**src/rtl/frame_diff_encoder_gen.sv**
```systemverilog
// Framer plus differential encoder for the DPSK transmit path: gathers DATA_WORDS
// input words, prepends a header and streams d[n] = d[n-1] ^ b[n] with valid/ready.
//
// state   | meaning
// COLLECT | accepting input words into the frame buffer, output idle
// SEND    | serialising header and data bits, in_ready held low
module frame_diff_encoder_gen #(
    parameter int                DATA_W       = 8,
    parameter int                DATA_WORDS   = 4,
    parameter int                HEAD_LEN     = 16,
    parameter logic [HEAD_LEN-1:0] HEAD_PATTERN = 16'hEB90,
    parameter bit                LSB_FIRST    = 1'b1,
    parameter bit                DIFF_INIT    = 1'b1,
    parameter bit                DIFF_RESTART = 1'b1
) (
    input  logic              sys_clk,
    input  logic              rst,
    input  logic [DATA_W-1:0] in_data,
    input  logic              in_valid,
    output logic              in_ready,
    output logic              out_data,
    output logic              out_valid,
    input  logic              out_ready,
    output logic              out_first,
    output logic              out_last,
    output logic [15:0]       frame_cnt
);

    localparam int FRAME_LEN = HEAD_LEN + DATA_W * DATA_WORDS;
    localparam int BW        = (FRAME_LEN > 1) ? $clog2(FRAME_LEN) : 1;
    localparam int CW        = $clog2(DATA_WORDS + 1);
    localparam int WI        = (DATA_WORDS > 1) ? $clog2(DATA_WORDS) : 1;
    localparam logic [BW-1:0] LAST_IDX  = BW'(FRAME_LEN - 1);
    localparam logic [CW-1:0] LAST_WORD = CW'(DATA_WORDS - 1);

    typedef enum logic {COLLECT, SEND} state_t;

    state_t            state, state_nxt;
    logic [CW-1:0]     wcnt, wcnt_nxt;
    logic [BW-1:0]     bidx, bidx_nxt, bidx_inc;
    logic              dstate, dstate_nxt;
    logic              out_data_nxt, out_valid_nxt, out_first_nxt, out_last_nxt;
    logic [15:0]       frame_cnt_nxt;
    logic [DATA_W-1:0] words [DATA_WORDS];
    logic [FRAME_LEN-1:0] raw;
    logic              accept, xfer;

    assign in_ready = (state == COLLECT);
    assign accept   = in_valid & in_ready;
    assign xfer     = (state == SEND) & out_valid & out_ready;
    assign bidx_inc = bidx + 1'b1;

    // raw[n] is frame bit b[n] in transmission order
    always_comb begin
        raw = '0;
        for (int h = 0; h < HEAD_LEN; h++)
            raw[h] = HEAD_PATTERN[HEAD_LEN-1-h];
        for (int k = 0; k < DATA_WORDS; k++)
            for (int j = 0; j < DATA_W; j++)
                raw[HEAD_LEN + k*DATA_W + j] = words[k][LSB_FIRST ? j : DATA_W-1-j];
    end

    always_comb begin
        state_nxt     = state;
        wcnt_nxt      = wcnt;
        bidx_nxt      = bidx;
        dstate_nxt    = dstate;
        out_data_nxt  = out_data;
        out_valid_nxt = out_valid;
        out_first_nxt = out_first;
        out_last_nxt  = out_last;
        frame_cnt_nxt = frame_cnt;
        case (state)
            COLLECT: begin
                if (accept) begin
                    wcnt_nxt = wcnt + 1'b1;
                    if (wcnt == LAST_WORD) begin
                        // b[0] is always a header bit, so d[0] is ready without the new word
                        state_nxt     = SEND;
                        bidx_nxt      = '0;
                        out_valid_nxt = 1'b1;
                        out_first_nxt = 1'b1;
                        out_last_nxt  = (FRAME_LEN == 1);
                        out_data_nxt  = (DIFF_RESTART ? DIFF_INIT : dstate) ^ raw[0];
                    end
                end
            end
            SEND: begin
                if (xfer) begin
                    out_first_nxt = 1'b0;
                    if (bidx == LAST_IDX) begin
                        state_nxt     = COLLECT;
                        wcnt_nxt      = '0;
                        dstate_nxt    = out_data;
                        out_data_nxt  = 1'b0;
                        out_valid_nxt = 1'b0;
                        out_last_nxt  = 1'b0;
                        frame_cnt_nxt = frame_cnt + 16'd1;
                    end else begin
                        bidx_nxt      = bidx_inc;
                        out_data_nxt  = out_data ^ raw[bidx_inc];
                        out_last_nxt  = (bidx_inc == LAST_IDX);
                    end
                end
            end
            default: state_nxt = COLLECT;
        endcase
    end

    always_ff @(posedge sys_clk) begin
        if (rst) begin
            state     <= COLLECT;
            wcnt      <= '0;
            bidx      <= '0;
            dstate    <= DIFF_INIT;
            out_data  <= 1'b0;
            out_valid <= 1'b0;
            out_first <= 1'b0;
            out_last  <= 1'b0;
            frame_cnt <= '0;
        end else begin
            state     <= state_nxt;
            wcnt      <= wcnt_nxt;
            bidx      <= bidx_nxt;
            dstate    <= dstate_nxt;
            out_data  <= out_data_nxt;
            out_valid <= out_valid_nxt;
            out_first <= out_first_nxt;
            out_last  <= out_last_nxt;
            frame_cnt <= frame_cnt_nxt;
        end
    end

    always_ff @(posedge sys_clk) begin
        if (accept)
            words[wcnt[WI-1:0]] <= in_data;
    end

endmodule

```
**config.mk**
```make
export PLATFORM = sky130hd
export DESIGN_NAME = frame_diff_encoder_gen
export DESIGN_NICKNAME = d
export VERILOG_FILES = /design/src/rtl/frame_diff_encoder_gen.sv
export SDC_FILE = /design/constraint.sdc
export NUM_CORES = 1
export LEC_CHECK = 0
export BUFFER_PORTS_ARGS = -buffer_cell sky130_fd_sc_hd__buf_2
export CELL_PAD_IN_SITES_DETAIL_PLACEMENT = 2
export CELL_PAD_IN_SITES_GLOBAL_PLACEMENT = 2
export CORE_MARGIN = 2
export CORE_UTILIZATION = 38
export CTS_BUF_LIST = sky130_fd_sc_hd__clkbuf_16
export DETAILED_ROUTE_END_ITERATION = 8
export PLACE_DENSITY_LB_ADDON = 0.12
export SLEW_MARGIN = 20
export SYNTH_ARGS = -nofsm -noshare
export SYNTH_HDL_FRONTEND = slang
export SYNTH_SLANG_ARGS = --single-unit
```
**constraint.sdc**
```tcl
create_clock -name sys_clk -period 3.07 [get_ports sys_clk]
set_clock_uncertainty 0.05 [all_clocks]
set_input_delay 0.1535 -clock sys_clk [delete_from_list [all_inputs] [get_ports sys_clk]]
set_output_delay 0.1535 -clock sys_clk [all_outputs]
set_load 0.01 [all_outputs]
```
==> results of run 1 <==
-- final timing paths --
path / cells after the start / to / slack [ps]
setup reg to reg: 8 / out_data / 270
hold / removal: 1 / words[1][5] / 6
hold reg to reg: 2 / out_first / 450
setup / recovery: 8 / out_data / 270
-- power breakdown --
part | leakage [uW] | internal [uW] | switching, uW | total, uW
registers | 0.000536 | 891 | 8.88 | 900
logic | 0.000597 | 19.6 | 34.2 | 53.7
clock network | 0.000143 | 637 | 392 | 1030
total | 0.00128 | 1550 | 435 | 1980
-- logic make-up after synthesis --
family	count (synthesis)	synth area share
adders and majority gates	9	0.0394
muxes	11	0.0736
and+or+nand+nor	92	0.172
AOI/OAI and AO/OA	37	0.0806
buffers and inverters	17	0.0298
xor gates and xnor gates	19	0.0582
DFF	62	0.546
-- placed cells by master, fill, tap and decap left out, types with 5 or more instances in the layout --
cell	count
ha_1	9
mux4_2	8
buf_2	32
nor2_1	30
inv_1	7
a21oi_1	17
o21ai_0	5
nand3_1	5
xor2_1	14
and2_1	5
dfxtp_1	30
clkbuf_16	9
nand2_1	24
edfxtp_1	32
and3_1	6
xnor2_1	5
-- routing by layer --
| metal | vias up | GRT usage |
|---|---|---|
| li1 | 966 | - |
| met1 | 1029 | 0.239 |
| met2 | 33 | 0.312 |
| met3 | 12 | 0.0426 |
| met4 | 0 | 0.0782 |
| met5 | - | 0 |
-- per-stage QoR --
step / utilization / cells / area (sq um) / hold WS, ps / worst slack (ps)
after floorplan: - / 247 / 2860 / 202 / 512
after global placement: 0.427 / 370 / 3100 / 315 / 522
after detailed placement: 0.427 / 370 / 3100 / 324 / 402
after CTS: 0.475 / 390 / 3440 / 0.0923 / 239
after global routing: 0.475 / 390 / 3440 / 5.23 / 132
final: 0.475 / 390 / 3440 / 6.34 / 272
-- cell type report --
type / instances / share of cell area
Multi-Input combinational cell: 168 / 0.352
Tap cell: 99 / 0.0360
Timing Repair Buffer: 38 / 0.0625
Clock inverter: 7 / 0.0233
Sequential cell: 62 / 0.453
Inverter: 7 / 0.00763
Clock buffer: 9 / 0.0654
-- sequential cells by signal, summed over array words and instances, names as in the netlist --
signal	count
words	32
wcnt	3
out_data	1
out_first	1
bidx	6
frame_cnt	16
state	1
out_valid	1
out_last	1
-- worst max-delay path, delay by kind of cell, from the launching register on --
kind | cells | cell delay [ps]
AOI/OAI and AO/OA | 3 | 1010
adders and majority gates | 1 | 560
DFF | 1 | 450
muxes | 1 | 280
xor gates and xnor gates | 1 | 200
buffers and inverters | 1 | 100
and+or+nand+nor | 1 | 50
==> flow_summary_export.csv, run 1 <==
group,metric,value,unit
clock_tree,clock_sinks,62,
die,rows,31,
critical_path,critPathKind,"reg -> reg",
clock_tree,clk_path_buf_depth,2,
pwr,ir_drop,0.000342,V
synth,ys_types,44,
pwr,power.leakage,0.00128,uW
clock_tree,htreeDepth,3,
min_path,min_from,"in_data[5]",
drt,antenna_left,0,
sta,fin_tns_setup,0,ps
critical_path,end_kind,"flop",
finish,antenna_cells,0,
drt,drtPass1Iterations,4,
sta,rsz0062_at_grt,"false",
synth,synthArstFlopShare,0,
clock_tree,ctsHoldBuffers,4,
synth,synth_top_cell_by_area,"edfxtp_1",
sta,max_slew_margin,0.597,
drt,routed_wl,7180,um
drt,top_layer,"met4",
global_route,antenna_found_initial,0,
synth,ys_seq_area_frac,0.546,
min_path,hp-class,"in -> reg",
global_route,grt_usage,0.189,
finish,fill_cells,750,
global_route,grt_pass1_vias,2186,
clock_tree,cts_tree,"done",
clock_tree,cts_buffers,9,
clock_tree,post_cts_resized,0,
critical_path,crit_path_start,"bidx[0]",
global_route,grt_max_degree,32,
sta,period_minus_slack,2800,ps
synth,synth_area_leaders,"edfxtp_1 34%, dfxtp_1 21%, mux4_2 6.3%",
global_route,grt_pass1_wl,11800,um
sta,drv_slew,0,
synth,syn-mean-instance-area,11.6,sq um
finish,multi_input_area,0.00121,sq mm
drt,vias,2040,
finish,drive_gt1_frac,0.223,
critical_path,crit_path_cell_trace,"inv_1 -> ha_1 -> mux4_2 -> nor2_1 -> a2111oi_0 -> a41oi_1 -> xor2_1 -> o41ai_1",
synth,synth_fp_nets,268,
die,die_h,90.7,um
clock_tree,cts.reportedPaths.clkPinSlew,60,ps
critical_path,cp_max_fo,10,
sta,tightest_slew,604,ps
critical_path,crit_path_max_incr_delay,560,ps
sta,fin_crit_sh,0.911,
critical_path,worstPathArrival,2970,ps
synth,ys.flop_type,"edfxtp_1",
finish,seqCellArea,0.00156,sq mm
drt,drt-met1-wl,3330,um
place,place_congestion,0.758,
clock_tree,root_buffer,"clkbuf_16",
sta,hold_viol,0,
critical_path,cp-start-kind,"flop",
die,initial_utilization,0.394,
drt,drt_iter0_drc,73,
sta,timing.fmax,0.357,GHz
drt,post_drt_wl_per_cell,18.4,um
clock_tree,clk_latency,330,ps
place,hpwl,5040,um
job,drv_cap,0,
place,port_buffers,32,
global_route,grt-ovfl-total,0,
pwr,p_per_area,576,mW/mm^2
critical_path,crit_slowest_cell,"ha_1",
synth,synth_edf_count,32,
finish,area_growth,20.5,%
drt,drc,0,
pwr,finalPower,1980,uW
synth,postSynthCellCount,247,
clock_tree,post_cts_buffers,0,
synth,synth_commonest_cells,"32 x edfxtp_1, 30 x dfxtp_1, 30 x nor2_1, 24 x nand2_1, 17 x a21oi_1",
synth,yosys_warnings,0,
die,pin_count,33,
synth,syn_area,0.00286,sq mm
synth,synth-seq-cells,62,
finish,fin_nets,307,
sta,setup_viol,0,
drt,wl_met2,3560,um
die,coreArea,0.00725,sq mm
outcome,status,"finished clean",
synth,synthMostInstantiatedCell,"edfxtp_1",
drt,wl_met3,189,um
die,die-width,90.7,um
drt,avgViaCountPerCell,5.23,
critical_path,r2r-start,"bidx[0]",
critical_path,critPathRequiredTime,3240,ps
synth,synth_top_area_frac,0.336,
die,dieArea,0.00823,sq mm
No activity file was read; power rests on OpenSTA's default activity.
==> run 2, diff against run 1 <==
HOLD_SLACK_MARGIN = 0.1   (was unset)
MAX_ROUTING_LAYER = met4   (was unset)
==> run 2 against run 1 <==
  * Fmax is essentially flat
  * Non-clock buffer count grew 4
  * Design area grew 1.2%
  * Register-to-register slack is essentially flat
  * Power grew 0.33%
  * Combinational power grew 8.6%
  * Final cell count grew 1.0%
  * Largest cell class unchanged
==> flow_summary_export.csv, run 2 (synthesis results as in run 1) <==
group,metric,value,unit
critical_path,r2r_slack,270,ps
sta,period_minus_slack,2800,ps
pwr,ir_drop,0.000342,V
clock_tree,htreeDepth,3,
sta,drv_slew,0,
pwr,swShare,0.220,
pwr,p_per_area,571,mW/mm^2
min_path,hp-class,"in -> reg",
critical_path,critPathRequiredTime,3240,ps
global_route,grt_pass1_vias,2204,
clock_tree,root_buffer,"clkbuf_16",
sta,holdWs,124,ps
finish,fin_nets,311,
die,coreArea,0.00725,sq mm
job,drv_cap,0,
clock_tree,post_cts_buffers,0,
drt,post_drt_wl_per_cell,18.4,um
finish,antenna_cells,0,
drt,drc,0,
drt,drt_iter0_drc,65,
critical_path,r2r_cells,8,
min_path,min_from,"in_valid",
sta,rsz0062_at_grt,"false",
critical_path,cp-start-kind,"flop",
place,hpwl,5040,um
finish,design_area,0.00348,sq mm
drt,antenna_left,0,
clock_tree,cts_buffers,9,
min_path,hold_end,"state",
global_route,antenna_found_initial,0,
drt,avgViaCountPerCell,5.23,
die,die-width,90.7,um
pwr,finalPower,1990,uW
global_route,grt_pass1_wl,12000,um
clock_tree,cts_tree,"done",
critical_path,worstPathArrival,2970,ps
sta,max_slew_margin,0.599,
min_path,holdPathStages,3,
critical_path,cp_max_fo,10,
clock_tree,clk_path_buf_depth,2,
drt,routed_wl,7270,um
pwr,clkPwrFrac,0.518,
place,placed_cell_area,0.00310,sq mm
sta,timing.fmax,0.357,GHz
clock_tree,clk_latency,330,ps
clock_tree,cts.reportedPaths.clkPinSlew,50,ps
clock_tree,post_cts_resized,0,
finish,final_cell_mix,"32 x buf_2, 32 x edfxtp_1, 30 x nor2_1, 30 x dfxtp_1, 24 x nand2_1",
global_route,grt_max_degree,32,
finish,largest_reg_flops,32,
die,rows,31,
pwr,power.leakage,0.00129,uW
pwr,power.switching,438,uW
global_route,grt-ovfl-total,0,
finish,area_growth,21.9,%
finish,fin_util,0.480,
finish,drive_gt1_frac,0.220,
pwr,pwr-share-seq,0.452,
die,pin_count,33,
place,port_buffers,32,
place,place_congestion,0.767,
sta,hold_viol,0,
pwr,p_int,1550,uW
sta,fin_crit_sh,0.912,
critical_path,critPathKind,"reg -> reg",
critical_path,r2r-start,"bidx[0]",
pwr,combPwrFrac,0.029,
sta,setup_viol,0,
clock_tree,ctsHoldBuffers,8,
die,die_h,90.7,um
die,initial_utilization,0.394,
drt,drtPass1Iterations,4,
outcome,status,"finished clean",
sta,tightest_slew,601,ps
sta,fin_tns_setup,0,ps
critical_path,reg2reg_to,"out_data",
die,dieArea,0.00823,sq mm
clock_tree,clock_sinks,62,
finish,fill_cells,744,
drt,vias,2061,
critical_path,end_kind,"flop",
global_route,grt_usage,0.197,
==> run 2: how the worst max path moves through the flow <==
stage                 start       end  cells past startpoint
floorplan           bidx[0]  out_data                     11
global placement    bidx[0]  out_data                      8
detailed placement  bidx[0]  out_data                      9
CTS                 bidx[0]  out_data                      8
global route        bidx[0]  out_data                      8
finish              bidx[0]  out_data                      8
==> run 2: routing by layer <==
metal | GRT usage | routed length (um) | vias to the layer above
met1 | 0.240 | 3330 | 1043
met2 | 0.318 | 3620 | 35
met5 | - | 0 | -
met4 | 0.0782 | 103 | 0
met3 | 0.0451 | 216 | 11
li1 | - | - | 972
==> run 2: through the flow <==
step,instances,worst slack (ps)
final,394,272
after floorplan,247,512
after global placement,370,522
after global routing,394,132
after CTS,394,239
after detailed placement,370,402
==> run 2: area by class of cell <==
type / instances / area (sq um) / area share
tap: 99 / 124 / 0.0356
multi-input combinational: 168 / 1210 / 0.348
timing repair buffer: 42 / 255 / 0.0733
clock inverter: 7 / 80.1 / 0.0230
clock buffer: 9 / 225 / 0.0647
inverter: 7 / 26.3 / 0.00754
sequential: 62 / 1560 / 0.448
==> run 2: worst max-delay path, stage by stage (launching register included) <==
cell and delay, ps:
dfxtp_1 450, inv_1 100, ha_1 560, mux4_2 280, nor2_1 50, a2111oi_0 520, a41oi_1 260, xor2_1 200
o41ai_1 220
==> run 2: power by group through the flow <==
| stage | Sequential [uW] | Combinational, uW | Clock (uW) |
|---|---|---|---|
| floorplan | 913 | 27.1 | 0 |
| global placement | 916 | 48.1 | 0 |
| detailed placement | 918 | 51.0 | 0 |
| CTS | 900 | 59.6 | 1050 |
| global route | 901 | 66.5 | 1090 |
| finish | 900 | 58.3 | 1030 |
==> run 3, diff against run 2 <==
CORE_UTILIZATION = 41   (was 38)
CTS_BUF_LIST = unset   (was sky130_fd_sc_hd__clkbuf_16)
SETUP_SLACK_MARGIN = 0.1   (was unset)
clock period = 3.3 ns   (was 3.07 ns; I/O delays follow)
==> run 3 against run 2 <==
  * Wire length shrank 2.8%
  * Worst hold slack gained 0.79 ps
  * Critical path depth is the same
  * Via count shrank 3.1%
  * Die area shrank 7.0%
  * Sequential share of layout area grew 1.8 points
  * Non-clock buffer count is the same
  * Design area shrank 3.8%
  * Sequential power shrank 7.1%
  * Fmax grew 8.8%
  * Critical path type unchanged
  * Critical endpoint unchanged
==> flow_summary_export.csv, run 3 (synthesis results as in run 1) <==
group,metric,value,unit
outcome,status,"finished clean",
critical_path,critPathRequiredTime,3500,ps
drt,avgViaCountPerCell,5.33,
clock_tree,cts_tree,"done",
critical_path,end_kind,"flop",
finish,fin_util,0.496,
place,port_buffers,32,
die,pin_count,33,
clock_tree,cts_buffers,9,
global_route,grt-ovfl-total,0,
die,initial_utilization,0.423,
die,rows,30,
drt,vias,1998,
pwr,swShare,0.233,
pwr,power.leakage,0.00125,uW
sta,hold_viol,0,
finish,fin_nets,311,
place,hpwl,4950,um
pwr,clkPwrFrac,0.431,
place,place_congestion,0.800,
drt,post_drt_wl_per_cell,18.9,um
pwr,combPwrFrac,0.035,
drt,drt_iter0_drc,75,
finish,area_growth,17.3,%
clock_tree,clk_latency,340,ps
die,die_h,87.5,um
pwr,p_int,1200,uW
die,coreArea,0.00676,sq mm
clock_tree,cts.reportedPaths.clkPinSlew,80,ps
global_route,grt_max_degree,32,
finish,largest_reg_flops,32,
global_route,antenna_found_initial,0,
sta,fin_crit_sh,0.780,
sta,drv_slew,0,
sta,fin_tns_setup,0,ps
sta,max_slew_margin,0.601,
clock_tree,post_cts_resized,0,
clock_tree,htreeDepth,3,
die,dieArea,0.00765,sq mm
pwr,power.switching,364,uW
drt,antenna_left,0,
pwr,ir_drop,0.000431,V
critical_path,critPathKind,"reg -> reg",
critical_path,cp_max_fo,10,
critical_path,cp-start-kind,"flop",
clock_tree,root_buffer,"clkbuf_8",
clock_tree,clock_sinks,62,
finish,final_cell_mix,"32 x buf_2, 32 x edfxtp_1, 30 x nor2_1, 30 x dfxtp_1, 24 x nand2_1",
min_path,hp-class,"in -> reg",
drt,drc,0,
finish,antenna_cells,0,
finish,drive_gt1_frac,0.220,
drt,drtPass1Iterations,4,
global_route,grt_pass1_vias,2146,
critical_path,worstPathArrival,2770,ps
sta,timing.fmax,0.389,GHz
drt,routed_wl,7070,um
sta,tightest_slew,598,ps
die,die-width,87.5,um
global_route,grt_usage,0.211,
pwr,finalPower,1560,uW
global_route,grt_pass1_wl,11500,um
job,drv_cap,0,
pwr,p_per_area,467,mW/mm^2
sta,period_minus_slack,2570,ps
clock_tree,clk_path_buf_depth,2,
sta,setup_viol,0,
pwr,pwr-share-seq,0.535,
sta,rsz0062_at_grt,"false",
## run 3: changes by cell type in the layout (fill, tap and decap cells not counted)
| cell | change |
|---|---|
| clkbuf_8 | +9 |
| inv_6 | -2 |
| clkinvlp_4 | -1 |
| clkinv_2 | +2 |
| clkinv_4 | +1 |
| clkbuf_16 | -9 |
## run 3: per-layer routing
metal / track usage / vias up / wire, um
met2: 0.313 / 27 / 3380
met1: 0.288 / 981 / 3440
met5: - / - / 0
met3: 0.0483 / 8 / 157
li1: - / 982 / -
met4: 0.0671 / 0 / 97
## run 3: critical path, stage by stage, from the launching register on
cell	delay, ps
dfxtp_1	460
inv_1	100
ha_1	570
mux4_2	280
nor2_1	50
a2111oi_0	380
a41oi_1	190
xor2_1	170
o41ai_1	230
## run 3: power groups by stage
stage	Clock, uW	Sequential, uW	Combinational, uW
global route	724	838	61.1
floorplan	0	849	25.2
finish	674	836	54.1
detailed placement	0	854	47.2
CTS	690	836	54.3
global placement	0	852	44.5
## run 3: path summary, 6_finish.rpt
kind                            startpoint  slack, ps        end  depth (start not counted)
worst max-delay path               bidx[0]        730   out_data                          8
worst min-delay path              in_valid        120      state                          3
worst max register to register     bidx[0]        730   out_data                          8
worst min register to register   out_first        430  out_first                          2
## run 3: layout make-up
cell class / instances / area (sq um)
clock buffer: 9 / 124
fill: 674 / 3400
sequential: 62 / 1560
tap: 80 / 100
clock inverter: 7 / 73.8
timing repair buffer: 42 / 255
multi-input combinational: 168 / 1210
inverter: 7 / 26.3
## run 3: what timing repair did
action,4_1_cts,5_1_grt
hold buffers,8,0
hold endpoints to repair,32,0
setup buffers,0,0
## run 3: per-stage QoR
step	area (sq um)	cells	setup WS, ps	hold WS (ps)
floorplan	2860	247	742	214
global placement	3070	351	803	330
detailed placement	3070	351	731	337
CTS	3350	375	704	119
global route	3350	375	440	150
finish	3350	375	727	125
